## config.mk

```make
export PLATFORM = sky130hd
export DESIGN_NAME = alu_rs
export DESIGN_NICKNAME = d
export VERILOG_FILES = /design/src/rtl/alu_rs_pkg.sv /design/src/rtl/alu_rs_select.sv /design/src/rtl/alu_rs.sv
export SDC_FILE = /design/constraint.sdc
export NUM_CORES = 1
export LEC_CHECK = 0
export CORE_MARGIN = 1.5
export CORE_UTILIZATION = 29
export DETAILED_ROUTE_END_ITERATION = 10
export HOLD_SLACK_MARGIN = 0.12
export PLACE_DENSITY_LB_ADDON = 0.1
export SETUP_SLACK_MARGIN = 0.4
export SYNTH_ARGS = -nofsm -noshare
export SYNTH_HDL_FRONTEND = slang
export SYNTH_HIERARCHICAL = 1
export SYNTH_SLANG_ARGS = --single-unit
```

## constraint.sdc

```tcl
create_clock -name clk -period 6.8 [get_ports clk]
set_input_delay 1.02 -clock clk [delete_from_list [all_inputs] [get_ports clk]]
set_output_delay 1.02 -clock clk [all_outputs]
set_load 0.05 [all_outputs]
```

## src/rtl/alu_rs_pkg.sv

```systemverilog
// Shared types and constants for the ALU reservation station.
// ALUC encodings mirror the downstream ALU decode.
package alu_rs_pkg;

    localparam int ALU_RS_TAG_W  = 4;
    localparam int ALU_RS_DATA_W = 32;
    localparam int ALUC_W        = 4;

    localparam logic [ALUC_W-1:0] ALUC_ADDU = 4'b0000;
    localparam logic [ALUC_W-1:0] ALUC_SUBU = 4'b0001;
    localparam logic [ALUC_W-1:0] ALUC_ADD  = 4'b0010;
    localparam logic [ALUC_W-1:0] ALUC_SUB  = 4'b0011;
    localparam logic [ALUC_W-1:0] ALUC_AND  = 4'b0100;
    localparam logic [ALUC_W-1:0] ALUC_OR   = 4'b0101;
    localparam logic [ALUC_W-1:0] ALUC_XOR  = 4'b0110;
    localparam logic [ALUC_W-1:0] ALUC_NOR  = 4'b0111;
    // LUI and SLL ignore the opcode LSB in the ALU (100x / 111x)
    localparam logic [ALUC_W-1:0] ALUC_LUI  = 4'b1000;
    localparam logic [ALUC_W-1:0] ALUC_SLTU = 4'b1010;
    localparam logic [ALUC_W-1:0] ALUC_SLT  = 4'b1011;
    localparam logic [ALUC_W-1:0] ALUC_SRA  = 4'b1100;
    localparam logic [ALUC_W-1:0] ALUC_SRL  = 4'b1101;
    localparam logic [ALUC_W-1:0] ALUC_SLL  = 4'b1110;

    typedef struct packed {
        logic                     rdy;
        logic [ALU_RS_DATA_W-1:0] val;
        logic [ALU_RS_TAG_W-1:0]  tag;
    } rs_src_t;

    typedef struct packed {
        logic                    busy;
        logic [ALUC_W-1:0]       aluc;
        logic [ALU_RS_TAG_W-1:0] dtag;
        rs_src_t                 s1;
        rs_src_t                 s2;
    } rs_entry_t;

endpackage

```

## src/rtl/alu_rs_select.sv

```systemverilog
// Oldest-eligible picker: age[j][i]=1 means entry j is older than entry i.
// Produces a one-hot grant plus a valid flag.
module alu_rs_select #(
    parameter int N = 4
) (
    input  logic [N-1:0]        elig,
    input  logic [N-1:0][N-1:0] age,
    output logic [N-1:0]        grant,
    output logic                valid
);

    generate
        for (genvar gi = 0; gi < N; gi++) begin : g_pick
            logic [N-1:0] older;
            for (genvar gj = 0; gj < N; gj++) begin : g_col
                assign older[gj] = age[gj][gi];
            end
            assign grant[gi] = elig[gi] & ~|(elig & older);
        end
    endgenerate

    assign valid = |elig;

endmodule

```

## src/rtl/alu_rs.sv

```systemverilog
// Reservation station feeding the ALU: CDB wakeup, age-ordered select, registered issue.
// Optional performance counters are built when ALU_RS_PERF_EN is defined.
module alu_rs
    import alu_rs_pkg::*;
#(
    parameter int RS_DEPTH = 4,
    parameter int TAG_W    = ALU_RS_TAG_W,
    parameter int DATA_W   = ALU_RS_DATA_W
) (
    input  logic              clk,
    input  logic              rst,
    input  logic              flush,
    input  logic              disp_valid,
    output logic              disp_ready,
    input  logic [3:0]        disp_aluc,
    input  logic [TAG_W-1:0]  disp_tag,
    input  logic              disp_s1_rdy,
    input  logic [DATA_W-1:0] disp_s1_val,
    input  logic [TAG_W-1:0]  disp_s1_tag,
    input  logic              disp_s2_rdy,
    input  logic [DATA_W-1:0] disp_s2_val,
    input  logic [TAG_W-1:0]  disp_s2_tag,
    input  logic              cdb_valid,
    input  logic [TAG_W-1:0]  cdb_tag,
    input  logic [DATA_W-1:0] cdb_data,
    output logic              iss_valid,
    input  logic              iss_ready,
    output logic [3:0]        iss_aluc,
    output logic [DATA_W-1:0] iss_src1,
    output logic [DATA_W-1:0] iss_src2,
    output logic [TAG_W-1:0]  iss_tag
`ifdef ALU_RS_PERF_EN
    ,
    output logic [31:0]       perf_issue_cnt,
    output logic [31:0]       perf_full_cnt
`endif
);

    rs_entry_t                       entry_reg [RS_DEPTH];
    logic [RS_DEPTH-1:0][RS_DEPTH-1:0] age_reg;
    logic [RS_DEPTH-1:0]             busy;
    logic [RS_DEPTH-1:0]             elig;
    logic [RS_DEPTH-1:0]             grant;
    logic [RS_DEPTH-1:0]             alloc_oh;
    logic                            sel_valid;
    logic                            disp_fire;
    logic                            issue_load;
    rs_entry_t                       new_entry;
    logic [3:0]                      sel_aluc;
    logic [DATA_W-1:0]               sel_src1;
    logic [DATA_W-1:0]               sel_src2;
    logic [TAG_W-1:0]                sel_tag;

    generate
        for (genvar gi = 0; gi < RS_DEPTH; gi++) begin : g_state
            assign busy[gi] = entry_reg[gi].busy;
            assign elig[gi] = entry_reg[gi].busy & entry_reg[gi].s1.rdy & entry_reg[gi].s2.rdy;
        end
    endgenerate

    alu_rs_select #(.N(RS_DEPTH)) u_select (
        .elig  (elig),
        .age   (age_reg),
        .grant (grant),
        .valid (sel_valid)
    );

    assign disp_ready = ~&busy;
    assign disp_fire  = disp_valid & disp_ready;
    assign issue_load = (~iss_valid | iss_ready) & sel_valid;

    always_comb begin
        logic found;
        alloc_oh = '0;
        found    = 1'b0;
        for (int i = 0; i < RS_DEPTH; i++) begin
            if (!busy[i] && !found) begin
                alloc_oh[i] = 1'b1;
                found       = 1'b1;
            end
        end
    end

    // A source still pending at dispatch can be satisfied by the broadcast of the same edge
    always_comb begin
        new_entry        = '0;
        new_entry.busy   = 1'b1;
        new_entry.aluc   = disp_aluc;
        new_entry.dtag   = disp_tag;
        new_entry.s1.tag = disp_s1_tag;
        new_entry.s2.tag = disp_s2_tag;
        new_entry.s1.rdy = disp_s1_rdy | (cdb_valid & (disp_s1_tag == cdb_tag));
        new_entry.s2.rdy = disp_s2_rdy | (cdb_valid & (disp_s2_tag == cdb_tag));
        new_entry.s1.val = disp_s1_rdy ? disp_s1_val : cdb_data;
        new_entry.s2.val = disp_s2_rdy ? disp_s2_val : cdb_data;
    end

    always_comb begin
        sel_aluc = '0;
        sel_src1 = '0;
        sel_src2 = '0;
        sel_tag  = '0;
        for (int i = 0; i < RS_DEPTH; i++) begin
            if (grant[i]) begin
                sel_aluc = sel_aluc | entry_reg[i].aluc;
                sel_src1 = sel_src1 | entry_reg[i].s1.val;
                sel_src2 = sel_src2 | entry_reg[i].s2.val;
                sel_tag  = sel_tag  | entry_reg[i].dtag;
            end
        end
    end

    always_ff @(posedge clk) begin
        if (rst || flush) begin
            for (int i = 0; i < RS_DEPTH; i++) begin
                entry_reg[i].busy <= 1'b0;
            end
            age_reg <= '0;
        end else begin
            for (int i = 0; i < RS_DEPTH; i++) begin
                if (cdb_valid && entry_reg[i].busy) begin
                    if (!entry_reg[i].s1.rdy && entry_reg[i].s1.tag == cdb_tag) begin
                        entry_reg[i].s1.rdy <= 1'b1;
                        entry_reg[i].s1.val <= cdb_data;
                    end
                    if (!entry_reg[i].s2.rdy && entry_reg[i].s2.tag == cdb_tag) begin
                        entry_reg[i].s2.rdy <= 1'b1;
                        entry_reg[i].s2.val <= cdb_data;
                    end
                end
                if (issue_load && grant[i]) begin
                    entry_reg[i].busy <= 1'b0;
                end
                // New entry is younger than every currently busy entry
                if (disp_fire) begin
                    if (alloc_oh[i]) begin
                        entry_reg[i] <= new_entry;
                        age_reg[i]   <= '0;
                    end else begin
                        age_reg[i] <= (age_reg[i] & ~alloc_oh) | (busy[i] ? alloc_oh : '0);
                    end
                end
            end
        end
    end

    always_ff @(posedge clk) begin
        if (rst) begin
            iss_valid <= 1'b0;
            iss_aluc  <= '0;
            iss_src1  <= '0;
            iss_src2  <= '0;
            iss_tag   <= '0;
        end else if (flush) begin
            iss_valid <= 1'b0;
        end else if (issue_load) begin
            iss_valid <= 1'b1;
            iss_aluc  <= sel_aluc;
            iss_src1  <= sel_src1;
            iss_src2  <= sel_src2;
            iss_tag   <= sel_tag;
        end else if (iss_ready) begin
            iss_valid <= 1'b0;
        end
    end

`ifdef ALU_RS_PERF_EN
    always_ff @(posedge clk) begin
        if (rst) begin
            perf_issue_cnt <= '0;
            perf_full_cnt  <= '0;
        end else begin
            if (iss_valid && iss_ready) begin
                perf_issue_cnt <= perf_issue_cnt + 32'd1;
            end
            if (disp_valid && !disp_ready) begin
                perf_full_cnt <= perf_full_cnt + 32'd1;
            end
        end
    end
`endif

endmodule

```

### Word level (Yosys, flattened, before mapping)

Memories as Yosys holds them, arrays and structs flattened.
Cells that the tools add are included.

* equal/unequal tests: 10
* bitwise operators: 62
* mux-type cells: 111
* reductions and logical operators: 47

Operators by type and width (number)
* $mux W32: 10
* $mux W33: 8
* $or A32 B32 Y32: 6
* $mux W1: 77
* $mux W4: 16
* $eq A4 B4 Y1: 10
* $or A4 B4 Y4: 10
* $and A4 B4 Y4: 8
* $reduce_or A4 Y1: 5
* $logic_and A1 B1 Y1: 19
* $or A1 B1 Y1: 19
* $logic_not A1 Y1: 18
* $and A1 B1 Y1: 16
* $not A4 Y4: 1
* $reduce_and A4 Y1: 1
* $not A1 Y1: 2
* $reduce_and A2 Y1: 1
* $reduce_bool A2 Y1: 1
* $reduce_or A2 Y1: 1
* $logic_or A1 B1 Y1: 1

* memories: 1
* register bits after elaboration: 89
* input bits: 124
* RAM bits: 332
* logic and storage cells: 240

Memories
* entry_reg: words 4, width 83, read ports 4, clocked after memory_dff 0, wr ports 4, line alu_rs.sv:39 `rs_entry_t entry_reg [RS_DEPTH];`

### Depth between registers and ports, before layout

Gate-level depths: netlist of the first run.
An unclocked memory read counts as a cell.

* word-level depth: 15
* gate-level depth with buffers: 8
* mapped depth without buffers: 5

### Modules after synthesis

The synthesis of the first run kept the hierarchy.

By module, submodules not included
* alu_rs: seq. area each 11751.3 um^2, times used 1, area an instance 18061.1 um^2, cells an instance 1207
* alu_rs_select: seq. area each 0.0 um^2, times used 1, area an instance 93.8 um^2, cells an instance 13

### Least setup slack after synthesis of the first run

Ideal clock, no wire load.

* path kind: in2reg
* from: input port cdb_tag[2]
* to: memory entry_reg[0][10] (netlist bit) (enable)
* arrival time: 4890 ps
* slack: 1395 ps
* buffers on the path: 1
* stages on the path: 4
* cells stage by stage: buf_2 > xnor2_1 > nand3_1 > o41ai_1

RTL lines
* start: declaration: line alu_rs.sv:24 `input logic [TAG_W-1:0] cdb_tag,`
* end: declaration: line alu_rs.sv:39

==> out/metrics.cfg, run 1 <==
[yosys]
yosys_warnings = 6
synth_seq_area_share_pct = 64.7
post-synth-top-area-cell = edfxtp_1
syn_nets = 1344
yosys-top-cells-area = edfxtp_1, mux2_2, dfxtp_1, a22oi_1, mux2_1
synth_top_flop_cell = edfxtp_1
synth_top_area_share_pct = 54.9
synth_common_cells = edfxtp_1, mux2_2, a22oi_1
netlist_instances = 1220
yosysUniqueCellTypes = 42
async_flop_share_pct = 0
synth-edff-count = 332
yosysMostFrequentCell = edfxtp_1
synth_seq_cells = 421
avgSynthCellArea_um2 = 14.9
synth.cell_area_um2 = 18200

[timing]
fin_crit_ns = 3.83
max_clock_freq_ghz = 0.261
finalHoldViolations = 0
fin_skew_ns = 0.0121
drv_slew = 0
finalSetupTns_ns = 0
rsz0062_at_grt = false
setup_viol = 0
fin_crit_sh_pct = 56.3
maxSlewHeadroom_pct = 23.9
max_slew.worst_pin.slew_ns = 1.14

[layout]
stdcell_count = 2272
drive_gt1_share_pct = 20.5
syn_to_final_growth_pct = 24.2
antenna-diode-count = 0
stdcell_area_um2 = 22500
largest_register_ffs = 332
fillCellCount = 5938
fin_util_pct = 36.5
fin_nets = 1521

[worst_setup_path]
worst_ep_arrival_time_ns = 4.08
startpoint_type = input pin
cp_max_fo = 19
worstPathRequired_ns = 7.05
end_kind = register
path_class = input pin to register

[floorplanning]
die-area_um2 = 64100
die_h_um = 253
initial_core_util_pct = 29.4
rows = 91
die_width_um = 253
ios = 198
fp.coreArea_um2 = 61800

[routing]
vias = 11436
initialDrtViolationCount = 679
drc = 0
ant_nets = 0
wl_per_cell_um = 24.7
drtPass1Iterations = 5
drt-total-wl_um = 56100
detail_route.vias_per_cell = 5.03

[clocking]
cts_max_path_buffers = 3
clk_pin_slew_worst_paths_ns = 0.06
clk_latency_ns = 0.58
cts_tree = yes
hold_buffers = 0
cts.repair.resized = 0
cts_sinks = 421
htreeDepth = 2
numCtsBuffers = 49
clock-root-buffer = clkbuf_16
post-cts-setup-buffers = 0

[grt]
grt_start_max_net_pins = 145
antenna_found_initial = 6
grt_usage_pct = 17.5
grt_pass1_vias = 11739
grt_pass1_wl_um = 81800
grt-ovfl-total = 0

[placement]
place.gp.congestion = 0.732
dp.final_hpwl_um = 32300
placed_cell_area_um2 = 21000
port_buffers = 197
place_inst = 2183

[pwr]
p_leak_uw = 0.00696
peakVddDrop_uv = 161
power_density_nw_per_um2 = 254

[status]
status = complete, no violations

[flow_run]
maxCapViolations = 0

[worst_hold_path]
worstHoldPathType = register to register

power breakdown:
part           switching [uW]  total (uW)  internal [uW]
Combinational             172         324            152
Sequential               15.5        2830           2810
Clock                    1050        2580           1530
path summary, 6_finish.rpt:
kind / startpoint / to / slack (ns) / depth (start not counted)
max: flush / entry_reg[0][68]$_DFFE_PP_ / 2.97 / 6
min: age_reg[10]$_SDFFE_PN0N_ / age_reg[10]$_SDFFE_PN0N_ / 0.45 / 1
max reg2reg: entry_reg[2][82]$_SDFFCE_PN0P_ / iss_src2[31]$_SDFFE_PP0P_ / 3.66 / 6
min reg2reg: age_reg[10]$_SDFFE_PN0N_ / age_reg[10]$_SDFFE_PN0N_ / 0.45 / 1
layout make-up:
cell class                 instances  area, um2  area share (%)
clock buffer                      74       1360            6.03
tap                              837       1050            4.64
timing repair buffer             215       2120            9.39
multi-input combinational        705       6080            27.0
clock inverter                    15        176           0.782
inverter                           5       18.8          0.0832
sequential                       421      11800            52.1
worst max-delay path, cell delays in order:
cell and delay (ns):
clkdlybuf4s50_1 0.55, nor3b_1 0.48, nand2_1 0.15, or4_1 0.63
o31ai_4 0.80, buf_4 0.43
through the flow:
stage	hold WS, ns	total power, uW	worst slack (ns)
floorplan	0.422	3030	1.40
global placement	0.442	3200	2.33
detailed placement	0.440	3210	2.32
CTS	0.455	5810	2.94
global route	0.486	5930	2.78
finish	0.454	5730	2.97
cell usage in the layout (no fill, tap or decap), drive strengths merged, types with 2 or more instances in the layout:
master / Yosys / routed
a21o: 3 / 3
a21oi: 5 / 5
a22oi: 148 / 148
a311oi: 72 / 72
a31oi: 2 / 2
and2: 4 / 4
and3: 8 / 8
and4b: 4 / 4
buf: 43 / 19
bufinv: 0 / 4
clkbuf: 46 / 74
clkdlybuf4s50: 0 / 196
clkinv: 0 / 10
dfxtp: 89 / 89
edfxtp: 332 / 332
inv: 5 / 5
mux2: 256 / 256
nand2: 25 / 25
nand3: 9 / 9
nand4: 7 / 7
nor2: 88 / 88
nor2b: 3 / 3
nor3: 10 / 10
nor3b: 2 / 2
o21a: 3 / 3
o21ai: 4 / 4
o221a: 2 / 2
o31ai: 3 / 3
or4: 2 / 2
xnor2: 17 / 17
xor2: 23 / 23
cell families (layout without fill, tap and decap cells):
group,Yosys count,count (layout),share of synthesized area (%)
buffers and inverters,94,309,2.46
multiplexers,257,257,15.9
flip-flops,421,421,64.7
AO/OA/AOI/OAI,244,244,10.5
AND/OR/NAND/NOR,164,164,4.45
XOR/XNOR,40,40,1.93
per-layer routing:
metal	up-vias	global-route usage, %	routed length (um)
li1	5210	-	-
met1	5921	23.3	25600
met2	214	29.2	26800
met3	79	3.25	2500
met4	12	4.74	1160
met5	-	0	63
(Power assumes the default switching activity.)
==> run 2, diff against run 1 <==
==> constraint.sdc (replaced) <==
create_clock -name clk -period 3.45 [get_ports clk]
set_input_delay 0.5175 -clock clk [delete_from_list [all_inputs] [get_ports clk]]
set_output_delay 0.5175 -clock clk [all_outputs]
set_load 0.05 [all_outputs]
==> run 2 against run 1 <==
  * Sequential power grew 96%
  * Final cell count is 1.4% higher
  * Non-clock buffer count increased by 30
  * Combinational power rose by 100%
  * Die area did not move
  * Hold slack worse by 0.11 ns
  * Global-route usage down 0.056 points
  * Critical path depth fell by 4
  * Critical endpoint is now disp_ready
  * Highest routed layer unchanged
==> out/metrics.cfg, run 2 (synthesized netlist as in run 1, its figures left out) <==
[grt]
grt_pass1_vias = 11938  ; +1.7%
grt-ovfl-total = 0  ; unchanged
grt_usage_pct = 17.5  ; -0.056 points
grt_start_max_net_pins = 83  ; -43%
antenna_found_initial = 1  ; -5
grt_pass1_wl_um = 81800  ; about the same

[routing]
drt-total-wl_um = 55700  ; -0.83%
initialDrtViolationCount = 690  ; +1.6%
wl_per_cell_um = 24.2  ; -2.2%
drtPass1Iterations = 4  ; -1
drc = 0  ; unchanged
vias = 11470  ; +0.30%
ant_nets = 0  ; unchanged
detail_route.vias_per_cell = 4.98  ; -1.1%

[timing]
maxSlewHeadroom_pct = 50.5  ; +27 points
finalSetupTns_ns = 0  ; unchanged
rsz0062_at_grt = false
hold_slack_ns = 0.348  ; -0.106 ns
finalHoldViolations = 0  ; unchanged
max_slew.worst_pin.slew_ns = 0.742  ; -0.399 ns
fin_crit_ns = 2.71
fin_skew_ns = 0.0127  ; +0.000595 ns
fin_crit_sh_pct = 78.7
setup_viol = 0  ; unchanged
drv_slew = 0  ; unchanged
max_clock_freq_ghz = 0.368

[layout]
drive_gt1_share_pct = 22.6  ; +2.1 points
largest_register_ffs = 332  ; unchanged
fin_nets = 1551  ; +2.0%
syn_to_final_growth_pct = 27.3
antenna-diode-count = 0  ; unchanged
mostFrequentLayoutCells = edfxtp_1, clkdlybuf4s50_1, mux2_2
final_common_cell = edfxtp_1

[clocking]
clk_latency_ns = 0.59  ; about the same
clock-root-buffer = clkbuf_16
numCtsBuffers = 49  ; unchanged
cts_max_path_buffers = 3  ; unchanged
hold_buffers = 0  ; unchanged
post-cts-setup-buffers = 0  ; unchanged
htreeDepth = 2  ; unchanged
cts.repair.resized = 0  ; unchanged
cts_sinks = 421  ; unchanged
clk_pin_slew_worst_paths_ns = 0.06  ; about the same
cts_tree = yes

[worst_setup_path]
cp_max_fo = 6  ; -13
worst_ep_arrival_time_ns = 2.20  ; -1.88 ns
crit_chain = nand4_1, clkdlybuf4s50_1
path_class = register to output port
startpoint_type = register
path_delay_family = buffers and inverters
crit_path_top_delay_cell = clkdlybuf4s50_1
end_kind = output port
crit_path_max_incr_delay_ns = 0.84  ; +0.04 ns
worstPathRequired_ns = 2.93  ; -4.12 ns
path_buf_inv = 1  ; -1

[placement]
port_buffers = 197  ; unchanged
dp.final_hpwl_um = 34800  ; +7.8%
place.gp.congestion = 0.742  ; +1.4%

[floorplanning]
die_h_um = 253  ; unchanged
ios = 198  ; unchanged
die-area_um2 = 64100  ; unchanged
die_width_um = 253  ; unchanged
rows = 91  ; unchanged
fp.coreArea_um2 = 61800  ; unchanged
initial_core_util_pct = 29.4  ; unchanged

[flow_run]
maxCapViolations = 0  ; unchanged

[worst_hold_path]
worstHoldPathType = input pin to register

[pwr]
power_uw = 11500  ; +100%
peakVddDrop_uv = 379  ; +140%
p_leak_uw = 0.00726  ; +4.3%
power_density_nw_per_um2 = 498  ; +96%

[status]
status = complete, no violations

==> run 2: report_power, final <==
part           total [uW]  internal (uW)  leakage (uW)  switching, uW
Clock                5300           3190      0.000804           2110
Combinational         660            314       0.00271            347
Sequential           5560           5540       0.00374           27.0
==> run 2: path summary, 6_finish.rpt <==
check / startpoint / end / slack (ns) / cells after the start
setup / recovery: entry_reg[3][82]$_DFFE_PP_ / disp_ready / 0.74 / 2
setup reg to reg: entry_reg[3][82]$_DFFE_PP_ / iss_src2[7]$_SDFFE_PP0P_ / 0.81 / 6
hold reg to reg: age_reg[5]$_SDFFE_PN0N_ / age_reg[5]$_SDFFE_PN0N_ / 0.45 / 1
hold / removal: rst / age_reg[15]$_SDFFE_PN0N_ / 0.35 / 3
==> run 2: worst register-to-register path: cells and delay by family (launching register included) <==
family	cells	cell delay, ns
simple gates	2	0.93
compound gates	3	0.62
buf+inv	1	0.42
flops	1	0.57
==> run 2: area by class of cell <==
class,instances,area (um2)
clock buffer,74,1450
sequential,421,11800
timing repair buffer,245,2580
clock inverter,17,181
tap,837,1050
fill,5896,38700
inverter,5,18.8
multi-input combinational,705,6090
==> run 2: layer usage <==
metal	up-vias	GRT usage, %	share of wire, %
met1	5878	24.6	47
met3	68	2.78	4.0
li1	5274	-	-
met2	248	28.2	47
met4	2	3.80	1.7
met5	-	0	0.023
==> run 2: stage by stage <==
| stage | utilization, % | instance area, um2 | cells | setup slack, ns |
|---|---|---|---|---|
| finish | 37.4 | 23100 | 2304 | 0.736 |
| global route | 37.4 | 23100 | 2304 | 0.640 |
| CTS | 37.4 | 23100 | 2304 | 0.690 |
| detailed placement | 34.8 | 21500 | 2213 | 0.373 |
| global placement | 34.8 | 21500 | 2213 | 0.410 |
| floorplan | - | 18200 | 1220 | 0.203 |
==> run 3, diff against run 2 <==
==> constraint.sdc (replaced) <==
create_clock -name clk -period 2.75 [get_ports clk]
set_input_delay 0.4125 -clock clk [delete_from_list [all_inputs] [get_ports clk]]
set_output_delay 0.4125 -clock clk [all_outputs]
set_load 0.05 [all_outputs]
==> run 3 against run 2 <==
  * Clock skew is 0.0017 ns lower
  * Hold slack worse by 0.17 ns
  * Critical path depth down 1
  * Global-route usage shrank 0.11 points
  * Die area stayed put
  * Largest cell class unchanged
==> out/metrics.cfg, run 3 (synthesized netlist as in run 1, its figures left out) <==
[status]
status = complete, no violations

[pwr]
p_leak_uw = 0.00736  ; +1.4%
sw_frac_of_total_pct = 22.1  ; +0.56 points
clkPwrFrac_pct = 44.4  ; -1.6 points
power_density_nw_per_um2 = 604  ; +21%
power.internal_uw = 11000  ; +21%
p_switching_uw = 3110  ; +26%
peakVddDrop_uv = 396  ; +4.4%
p_seq_share_pct = 49.5  ; +1.2 points
pwr-share-comb_pct = 6.1  ; +0.4 points

[grt]
grt-ovfl-total = 0  ; unchanged
grt_pass1_vias = 12026  ; +0.74%
grt_usage_pct = 17.4  ; -0.11 points
grt_pass1_wl_um = 81000  ; -0.89%
grt_start_max_net_pins = 66  ; -20%
antenna_found_initial = 3  ; +2

[timing]
drv_slew = 0  ; unchanged
fin_crit_sh_pct = 82.5
setup_viol = 0  ; unchanged
rsz0062_at_grt = false
max_clock_freq_ghz = 0.441
finalHoldViolations = 0  ; unchanged
fin_skew_ns = 0.0110  ; -0.00167 ns
maxSlewHeadroom_pct = 25.7  ; -25 points
fin_crit_ns = 2.27
max_slew.worst_pin.slew_ns = 1.11  ; +0.372 ns
hold_slack_ns = 0.181  ; -0.167 ns
finalSetupTns_ns = 0  ; unchanged

[worst_setup_path]
path_buf_inv = 1  ; unchanged
crit_chain = clkdlybuf4s50_1
worst_ep_arrival_time_ns = 1.86  ; -0.34 ns
r2r_start = entry_reg[0][36]$_SDFFCE_PP1P_
crit_path_max_incr_delay_ns = 0.84  ; about the same
cp_max_fo = 2  ; -4
path_delay_family = buffers and inverters
r2r_cells = 6  ; unchanged
worst-path-stages = 1  ; -1
crit_end = iss_src1[3]
worstPathRequired_ns = 2.34  ; -0.59 ns
crit_start = iss_src1[3]$_SDFFE_PP0P_
end_kind = output port
rrSetupSlack_ns = 0.49  ; -0.32 ns
crit_path_top_delay_cell = clkdlybuf4s50_1
path_class = register to output port
r2r-end = iss_src1[26]$_SDFFE_PP0P_
startpoint_type = register

[layout]
fillCellCount = 5887  ; -0.15%
drive_gt1_share_pct = 23.9  ; +1.3 points
fin_nets = 1566  ; +0.97%
largest_register_ffs = 332  ; unchanged
final_common_cell = edfxtp_1
ff_latch_area_um2 = 11800  ; unchanged
fin_util_pct = 37.8  ; +0.36 points
multi_input_area_um2 = 6140  ; +0.92%
syn_to_final_growth_pct = 28.6
mostFrequentLayoutCells = edfxtp_1, clkdlybuf4s50_1, mux2_2

[placement]
port_buffers = 197  ; unchanged
place.gp.congestion = 0.732  ; -1.3%
dp.final_hpwl_um = 34100  ; -2.0%

[clocking]
htreeDepth = 2  ; unchanged
cts_sinks = 421  ; unchanged
clk_pin_slew_worst_paths_ns = 0.05  ; about the same
cts_tree = yes
numCtsBuffers = 49  ; unchanged
clock-root-buffer = clkbuf_16
cts_max_path_buffers = 3  ; unchanged
clk_latency_ns = 0.59  ; about the same
hold_buffers = 0  ; unchanged

[routing]
wl_met3_um = 2250  ; +0.40%
drtPass1Iterations = 5  ; +1
routed-wl-met2_um = 26600  ; +1.5%
wl_per_cell_um = 24.0  ; -0.68%
m1WireLength_um = 25800  ; -1.4%
drt-total-wl_um = 55700  ; about the same
detail_route.vias_per_cell = 4.92  ; -1.1%
highest_layer = met5
drc = 0  ; unchanged
vias = 11429  ; -0.36%
initialDrtViolationCount = 571  ; -17%
ant_nets = 0  ; unchanged

[worst_hold_path]
worstHoldPathType = input pin to register

[floorplanning]
rows = 91  ; unchanged
die-area_um2 = 64100  ; unchanged
initial_core_util_pct = 29.4  ; unchanged
ios = 198  ; unchanged
die_h_um = 253  ; unchanged
die_width_um = 253  ; unchanged
fp.coreArea_um2 = 61800  ; unchanged

[flow_run]
maxCapViolations = 0  ; unchanged

==> run 3: cell count changes in the layout (fill, tap and decap cells not counted), sizes merged <==
cell and delta:
buf +15, bufinv -4, clkinv +4, clkdlybuf4s15 +1
clkdlybuf4s50 -1, clkinvlp +1, diode +1
==> run 3: cell type report <==
class | instances | area share [%]
clock inverters | 18 | 0.375
flip-flops and latches | 421 | 50.3
multi-input cells | 705 | 26.3
inverters | 5 | 0.0804
diodes | 1 | 0.0107
well taps | 837 | 4.49
repair buffers | 260 | 12.2
clock buffers | 74 | 6.19
==> run 3: stage by stage <==
| stage | setup WS, ns | instance area [um2] | instances | total power (uW) |
|---|---|---|---|---|
| floorplan | 0.150 | 18300 | 1220 | 7500 |
| global placement | 0.130 | 21800 | 2227 | 7980 |
| detailed placement | 0.108 | 21800 | 2227 | 7990 |
| CTS | 0.437 | 23300 | 2319 | 14300 |
| global route | 0.409 | 23300 | 2320 | 14600 |
| finish | 0.482 | 23300 | 2321 | 14100 |
==> run 3: timing repair <==
action / 4_1_cts / 5_1_grt
resized for setup: 1 / 5
cloned: 0 / 0
setup buffers: 0 / 1
setup endpoints to repair: 1 / 15
==> run 3: how the worst min path moves through the flow <==
| stage | startpoint | endpoint | slack (ns) | cells past startpoint |
|---|---|---|---|---|
| floorplan | age_reg[10]$_SDFFE_PN0N_ | age_reg[10]$_SDFFE_PN0N_ | 0.42 | 1 |
| global placement | age_reg[10]$_SDFFE_PN0N_ | age_reg[10]$_SDFFE_PN0N_ | 0.44 | 1 |
| detailed placement | age_reg[5]$_SDFFE_PN0N_ | age_reg[5]$_SDFFE_PN0N_ | 0.44 | 1 |
| CTS | rst | iss_tag[3]$_SDFFE_PP0P_ | 0.14 | 2 |
| global route | rst | iss_aluc[3]$_SDFFE_PP0P_ | 0.16 | 2 |
| finish | rst | iss_aluc[3]$_SDFFE_PP0P_ | 0.18 | 2 |
==> run 3: routing by layer <==
metal | GRT usage (%) | vias up
li1 | - | 5304
met1 | 23.3 | 5833
met2 | 29.2 | 213
met3 | 3.14 | 73
met4 | 3.83 | 6
met5 | 0 | -
==> run 3: power groups by stage <==
| stage | clock (uW) | combinational, uW | sequential (uW) |
|---|---|---|---|
| after detailed placement | 0 | 875 | 7110 |
| after CTS | 6440 | 880 | 6970 |
| final | 6260 | 867 | 6970 |
| after global routing | 6650 | 933 | 6980 |
| after floorplan | 0 | 355 | 7150 |
| after global placement | 0 | 870 | 7110 |
